### src/rtl/mul_arbiter.sv
// Round-robin arbiter/sequencer sharing one external WIDTH x WIDTH multiplier.
// Grants one requester, drives registered operands, waits MUL_LATENCY, returns the product.
module mul_arbiter #(
  parameter int NREQ        = 4,
  parameter int WIDTH       = 16,
  parameter int MUL_LATENCY = 0
) (
  input  logic                    Clock,
  input  logic                    Reset,
  input  logic [NREQ-1:0]         iReq,
  input  logic [NREQ*WIDTH-1:0]   iOperandA,
  input  logic [NREQ*WIDTH-1:0]   iOperandB,
  input  logic [NREQ-1:0]         iSigned,
  output logic [NREQ-1:0]         oGrant,
  output logic [NREQ-1:0]         oDone,
  output logic [2*WIDTH-1:0]      oResult,
  output logic                    oBusy,
  output logic [WIDTH-1:0]        oMulA,
  output logic [WIDTH-1:0]        oMulB,
  output logic                    oMulSigned,
  input  logic [2*WIDTH-1:0]      iMulResult
);

  localparam int PW = (NREQ > 1) ? $clog2(NREQ) : 1;
  localparam int CW = (MUL_LATENCY > 0) ? $clog2(MUL_LATENCY + 1) : 1;

  typedef enum logic [1:0] {IDLE, WAIT, DONE} state_e;

  state_e               state_q, state_d;
  logic [PW-1:0]        ptr_q, ptr_d;
  logic [PW-1:0]        win_q, win_d;
  logic [CW-1:0]        cnt_q, cnt_d;
  logic [NREQ-1:0]      grant_q, grant_d;
  logic [NREQ-1:0]      done_q, done_d;
  logic [2*WIDTH-1:0]   result_q, result_d;
  logic [WIDTH-1:0]     mula_q, mula_d;
  logic [WIDTH-1:0]     mulb_q, mulb_d;
  logic                 msgn_q, msgn_d;

  logic                 found;
  logic [PW-1:0]        win;
  logic [PW-1:0]        idx;

  // First requester found scanning upward from ptr_q, wrapping modulo NREQ.
  always_comb begin
    found = 1'b0;
    win   = '0;
    idx   = '0;
    for (int unsigned k = 0; k < NREQ; k++) begin
      idx = PW'((ptr_q + k) % NREQ);
      if (!found && iReq[idx]) begin
        found = 1'b1;
        win   = idx;
      end
    end
  end

  always_comb begin
    state_d  = state_q;
    ptr_d    = ptr_q;
    win_d    = win_q;
    cnt_d    = cnt_q;
    grant_d  = '0;
    done_d   = '0;
    result_d = result_q;
    mula_d   = mula_q;
    mulb_d   = mulb_q;
    msgn_d   = msgn_q;
    case (state_q)
      IDLE: begin
        if (found) begin
          win_d   = win;
          mula_d  = iOperandA[win*WIDTH +: WIDTH];
          mulb_d  = iOperandB[win*WIDTH +: WIDTH];
          msgn_d  = iSigned[win];
          cnt_d   = CW'(MUL_LATENCY);
          ptr_d   = PW'((int'(win) + 1) % NREQ);
          grant_d = NREQ'(1) << win;
          state_d = WAIT;
        end
      end
      WAIT: begin
        if (cnt_q == '0) begin
          result_d = iMulResult;
          done_d   = NREQ'(1) << win_q;
          state_d  = DONE;
        end else begin
          cnt_d = cnt_q - 1'b1;
        end
      end
      DONE:    state_d = IDLE;
      default: state_d = IDLE;
    endcase
  end

  always_ff @(posedge Clock or negedge Reset) begin
    if (!Reset) begin
      state_q  <= IDLE;
      ptr_q    <= '0;
      win_q    <= '0;
      cnt_q    <= '0;
      grant_q  <= '0;
      done_q   <= '0;
      result_q <= '0;
      mula_q   <= '0;
      mulb_q   <= '0;
      msgn_q   <= 1'b0;
    end else begin
      state_q  <= state_d;
      ptr_q    <= ptr_d;
      win_q    <= win_d;
      cnt_q    <= cnt_d;
      grant_q  <= grant_d;
      done_q   <= done_d;
      result_q <= result_d;
      mula_q   <= mula_d;
      mulb_q   <= mulb_d;
      msgn_q   <= msgn_d;
    end
  end

  assign oGrant     = grant_q;
  assign oDone      = done_q;
  assign oResult    = result_q;
  assign oBusy      = (state_q != IDLE);
  assign oMulA      = mula_q;
  assign oMulB      = mulb_q;
  assign oMulSigned = msgn_q;

endmodule
### config.mk
export PLATFORM = sky130hd
export DESIGN_NAME = mul_arbiter
export DESIGN_NICKNAME = d
export VERILOG_FILES = /design/src/rtl/mul_arbiter.sv
export SDC_FILE = /design/constraint.sdc
export NUM_CORES = 1
export LEC_CHECK = 0
export ABC_CLOCK_PERIOD_IN_PS = 2950
export BUFFER_PORTS_ARGS = -buffer_cell sky130_fd_sc_hd__buf_2
export CAP_MARGIN = 20
export CORE_AREA = 2 2 68 134
export DETAILED_ROUTE_END_ITERATION = 10
export DIE_AREA = 0 0 70 136
export MAX_ROUTING_LAYER = met4
export PLACE_DENSITY = 0.91
export SETUP_SLACK_MARGIN = 0.2
export SYNTH_ARGS = -nofsm -noshare
export SYNTH_HDL_FRONTEND = slang
export SYNTH_SLANG_ARGS = --single-unit
export TNS_END_PERCENT = 10
### constraint.sdc
create_clock -name Clock -period 2.95 [get_ports Clock]
set_clock_uncertainty 0.15 [all_clocks]
set_input_delay 0.1475 -clock Clock [delete_from_list [all_inputs] [get_ports Clock]]
set_output_delay 0.1475 -clock Clock [all_outputs]
set_load 0.05 [all_outputs]
Word level (Yosys, flattened, before mapping)
Cells that the tools add are included.
{ "word_totals": {"word_cells": 69, "out_inout_bits": 74, "register_bits": 80} }
{ "op_classes": {"mux": 28, "magnitude_cmp": 5, "eq_ne": 3, "shift": 4, "n_bitwise": 1, "n_addsub": 5, "n_reduce_logical": 13} }
{ "ops": {"columns": ["cell", "count"], "rows": [
  ["$shiftx 64x7->16", 2],
  ["$mux 4", 4],
  ["$lt 2x3->1 const B", 5],
  ["$mux 2", 6],
  ["$mux 1", 11],
  ["$bmux 1 s2", 5],
  ["$reduce_and 2->1", 4],
  ["$shl 1x2->4 const A", 2],
  ["$add 2x1->2 const B", 2],
  ["$add 2x2->2 const B", 2],
  ["$ne 2x2->1 const B", 2],
  ["$pmux 2 s2", 1],
  ["$reduce_bool 2->1", 2],
  ["$logic_and 1x1->1", 3],
  ["$logic_not 1->1", 3],
  ["$eq 2x1->1 const B", 1],
  ["$logic_not 2->1", 1],
  ["$pmux 1 s2", 1],
  ["$not 1->1", 1],
  ["$sub 1x1->1 const B", 1]
]} }

Logic depth before layout (Yosys ltp)
{ "logic_depth": {"depth_word": 15, "mapped_depth": 8, "mapped_depth_nobuf": 6} }

Least setup slack after synthesis
OpenSTA, ideal clock, no wires.
{ "synth_path": {"kind": "register to register", "startpoint": "register state_q[1]", "endpoint": "register mula_q[7], in the netlist oMulA[7]", "period_less_slack_ns": 2.173, "required_ns": 2.717, "path_slack_ns": 0.777, "setup_time_ns": 0.083, "t_arrival_ns": 1.940, "n_path_buf": 2, "stages_incl_launch_ff": 7, "cell_sequence": "dfrtp_1 -> or2_1 -> or2_2 -> or3_1 -> clkbuf_1 -> clkbuf_1 -> o21ai_0"} }
{ "synth_via": {"elab_chain_cells": 2} }
{ "synth_rtl": {"columns": ["element", "line_no", "text"], "rows": [
  ["start, declared", "29", "state_e state_q, state_d;"],
  ["start signal, assigned", "109", "state_q <= state_d;"],
  ["$logic_not 2->1", "69", "case (state_q)"],
  ["$reduce_and 2->1 (no source line)", null, null],
  ["end signal, assigned", "116", "mula_q <= mula_d;"],
  ["end, declared", "36", "logic [WIDTH-1:0] mula_q, mula_d;"]
]} }
No other way between the ends.
A chain may end at the register's enable or synchronous reset.

Final worst setup path
{ "layout_path": {"startpoint": "register ptr_q[1]", "endpoint": "register msgn_q, in the netlist oMulSigned"} }
{ "layout_via": {"elab_chain_cells": 14} }
{ "layout_rtl": {"columns": ["element", "line_no", "text"], "rows": [
  ["start, declared", "30", "logic [PW-1:0] ptr_q, ptr_d;"],
  ["start signal, assigned", "110", "ptr_q <= ptr_d;"],
  ["branches (longest 14 deep; another with $add 2x1->2)", null, null],
  ["end signal, assigned", "118", "msgn_q <= msgn_d;"],
  ["end, declared", "38", "logic msgn_q, msgn_d;"]
]} }
Several ways; the timed one is not identified. The select of a mux whose other input is x is not followed.

==> impl_metrics.csv <==
group,metric,value,unit
floorplan,core,8530,um2
global_route,grt_pass1_wl,19000,um
detailed_routing,detail_route.wirelength,12800,um
cells_and_area,drive_above_1_share,47.6,%
power_and_ir_drop,worst_ir_drop_vdd,648,uV
cells_and_area,diodes,0,
global_route,via_count_of_the_first_global_routing_pass,4078,
floorplan,dieArea,9520,um2
placed_design,place.detailed.hpwl,8130,um
logic_synthesis,synth.net_count,476,
detailed_routing,drt_drc,0,
power_and_ir_drop,cell_internal_pwr,3.79,mW
logic_synthesis,synthesized_netlist_cell_count,306,
global_route,pin_count_of_the_biggest_net_entering_global_routing,80,
setup_path,cp_cell_sequence,"mux2i_2 -> a221o_4 -> buf_12 -> mux2i_1 -> dlygate4sd3_1 -> o21ai_0",
sta,setup_viol_count_final,0,
floorplan,die_h,136,um
hold_path,min_delay_worst_endpoint,"oMulB[9]",
cells_and_area,layout.cell_area.non_filler,6350,um2
detailed_routing,drt_iter0_markers,157,
hold_path,holdPathStages,3,
setup_path,path_max_fanout,24,
floorplan,pin_count,244,
detailed_routing,drt_pass1_iterations,4,
cts,root_buffer,"clkbuf_16",
power_and_ir_drop,power.share.switching,49.1,%
global_route,antenna_found_initial,0,
logic_synthesis,ys_types,29,
sta,fin_hold_ws,-0.00462,ns
flow_run,drv_cap,0,
hold_path,hp-class,"primary input to flip-flop",
hold_path,hold_start,"iOperandB[41]",
setup_path,timing.rr.start,"ptr_q[1]",
cts,clockBufferDepth,2,
logic_synthesis,post_synth_instance_area,3790,um2
outcome,violations_in_the_final_reports,"negative hold slack",
sta,drv_slew,0,
detailed_routing,vias,3845,
logic_synthesis,synthesis_warning_total,0,
global_route,grtUsageTotal,26.5,%
logic_synthesis,yosys.area_share.xor_xnor,0.231,%
sta,min_period,2.68,ns
setup_path,timing.critical_path.to_type,"flip-flop",
setup_path,kind_of_launch_point_of_the_worst_setup_path,"flip-flop",
setup_path,timing.critical_path.arrival,2.73,ns
logic_synthesis,ys_seq_area_share,52.2,%
setup_path,regToRegSetupSlack,0.27,ns
logic_synthesis,synth_top_family_by_area,"multiplexers",
sta,timing.final.hold_violations,1,
setup_path,cp_data_required_time,3.00,ns
power_and_ir_drop,power_frac_seq,25.8,%
floorplan,std_cell_rows,48,
cts,clock_sink_count,79,
sta,total_negative_slack_for_setup_checks,0,ns
logic_synthesis,synth_area_per_cell,12.4,um2
logic_synthesis,portion_of_netlist_area_occupied_by_mux_cells,27.2,%
setup_path,reg2regPathDepth,6,
detailed_routing,routed_wire_length_per_instance,17.3,um
logic_synthesis,synthesis_stage_register_bit_count,79,
cells_and_area,most-common-layout-cells,"242 x buf_2, 88 x dlygate4sd3_1, 79 x dfrtp_1",
detailed_routing,post_drt_via_cell_ratio,5.21,
cts,cts_made_buffers,9,
sta,timing.max_slew.rel_slack,34.9,%
placed_design,post_dp_cell_area,5100,um2
cts,clock_tree_from_tritoncts,"yes",
sta,fmax,0.373,GHz
logic_synthesis,synth_fa_ha_area_share,0,%
placed_design,io_buffer_count,243,
power_and_ir_drop,portion_of_total_power_attributed_to_combinational_logic,59.8,%
cells_and_area,layout.nets,803,
placed_design,finalWeightedCongestion,0.841,
sta,setup_repair_after_global_routing_missed_its_margin,"false",
power_and_ir_drop,switchingPower,3.66,mW
cts,worst_setup_hold_path_clk_slew,0.06,ns
logic_synthesis,synth-compound-area-share,13.7,%
cells_and_area,final_common_cell,"buf_2",
sta,transition_at_the_pin_with_the_smallest_max_transition_slack,0.974,ns
setup_path,crit_path_top_delay_cell,"dlygate4sd3_1",
setup_path,worstSetupPathType,"flip-flop to flip-flop",
setup_path,peak_per_stage_delay_on_the_critical_path,0.58,ns
power_and_ir_drop,p_leak,3.33,nW
power_and_ir_drop,power.share.clock,14.4,%
setup_path,r2r_end,"oMulSigned",
cts,clk_latency,0.32,ns
floorplan,fp.dieW,70,um
sta,min_period_over_period,90.8,%
cells_and_area,area_delta_synth_final,67.5,%
cells_and_area,nFillCells,539,
power_and_ir_drop,cellPowerDensity,1170,nW/um2
global_route,global_route_total_overflow,0,
cts,cts_htree_levels,3,
placed_design,placedCellCount,631,
outcome,run_status,"complete, but fails checks",
logic_synthesis,post_synth_and_or_nand_nor_area_fraction,3.47,%
cells_and_area,instances_no_fill,738,
detailed_routing,postRouteAntennaNets,0,
floorplan,floorplan.initialDensity,44.4,%
[stage by stage]
step / power, mW / utilization, % / worst slack, ns / hold slack [ns]
6_report: 7.45 / 74.4 / 0.272 / -0.00462
5_1_grt: 7.80 / 74.4 / 0.211 / 0.0180
4_1_cts: 7.38 / 73.5 / 0.225 / 0.00129
3_5_place_dp: 6.14 / 59.8 / 0.316 / 0.217
3_3_place_gp: 6.00 / 59.8 / 0.473 / 0.195
2_1_floorplan: 5.11 / - / 0.777 / -0.298
[critical path, delay by kind of cell, from the launching register on]
family / cells / cell delay, ns
AOI/OAI and AO/OA: 2 / 0.46
buffers and inverters: 2 / 0.82
DFF: 1 / 0.47
muxes: 2 / 0.63
[registers in the layout, indices dropped and copies added, names as in the netlist]
signal      count
state_q         2
oResult        32
oMulA          16
oDone           4
ptr_q           2
win_q           2
oGrant          4
oMulB          16
oMulSigned      1
[area by class of cell]
cell class                      count  area (um2)  area share (%)
Clock inverter                      3        42.5           0.670
Timing Repair Buffer              338        2200            34.7
Clock buffer                       13         250            3.94
Tap cell                          100         125            1.97
Inverter                            4        15.0           0.237
Sequential cell                    79        1980            31.1
Multi-Input combinational cell    201        1730            27.3
[synth_stat cells]
cell type	number	share of area, %
nor3b_1	2	0.40
nand2_1	8	0.79
o21ai_1	8	1.1
o21ai_0	28	3.7
o21a_1	1	0.20
xor2_1	1	0.23
nor2b_1	2	0.33
and3_1	2	0.33
nand2b_1	1	0.17
a2bb2oi_1	33	7.6
or3_1	1	0.17
a221oi_1	1	0.23
or2_1	1	0.17
mux2i_1	67	18
buf_2	5	0.66
a21bo_2	1	0.26
a311oi_1	1	0.23
dfrtp_1	79	52
inv_1	4	0.40
clkbuf_1	14	1.4
nor4_1	1	0.17
mux2_2	32	9.5
buf_1	2	0.20
and3b_1	1	0.23
or2_2	2	0.33
buf_6	2	0.59
a21oi_1	1	0.13
nor2_1	4	0.40
a221o_1	1	0.26
[routing by layer]
layer / track usage (%) / vias up / wire length (um)
met1: 26.2 / 1799 / 4390
met2: 48.1 / 204 / 7140
li1: - / 1791 / -
met3: 4.52 / 51 / 685
met5: - / - / 0
met4: 15.0 / 0 / 551
[power groups by stage]
stage / clock (mW) / sequential, mW / combinational, mW
finish: 1.07 / 1.92 / 4.46
global route: 1.13 / 1.99 / 4.68
CTS: 1.10 / 1.91 / 4.38
detailed placement: 0 / 1.92 / 4.23
global placement: 0 / 1.89 / 4.11
floorplan: 0 / 3.57 / 1.54
[cell families (layout without fill, tap and decap cells)]
kind of cell	Yosys count	in the layout
buf+inv	27	358
compound gates	75	76
flops	79	79
simple gates	25	25
xor+xnor	1	1
mux	99	99
[worst max path at each step]
| stage | start | endpoint | slack (ns) | depth (start not counted) |
|---|---|---|---|---|
| global placement | ptr_q[1] | oMulA[4] | 0.47 | 4 |
| floorplan | state_q[1] | oMulA[7] | 0.78 | 6 |
| global route | ptr_q[1] | oMulA[3] | 0.21 | 6 |
| finish | ptr_q[1] | oMulSigned | 0.27 | 6 |
| detailed placement | ptr_q[1] | oMulB[13] | 0.32 | 4 |
| CTS | ptr_q[0] | oMulA[2] | 0.23 | 6 |
[repair_timing]
item	CTS	global route
hold endpoints to repair	139	0
buffers inserted	0	0
hold buffers	88	0
gates resized for setup	0	2
endpoints found under the setup margin	0	9
Note: power is estimated with default switching activity, not from simulation.
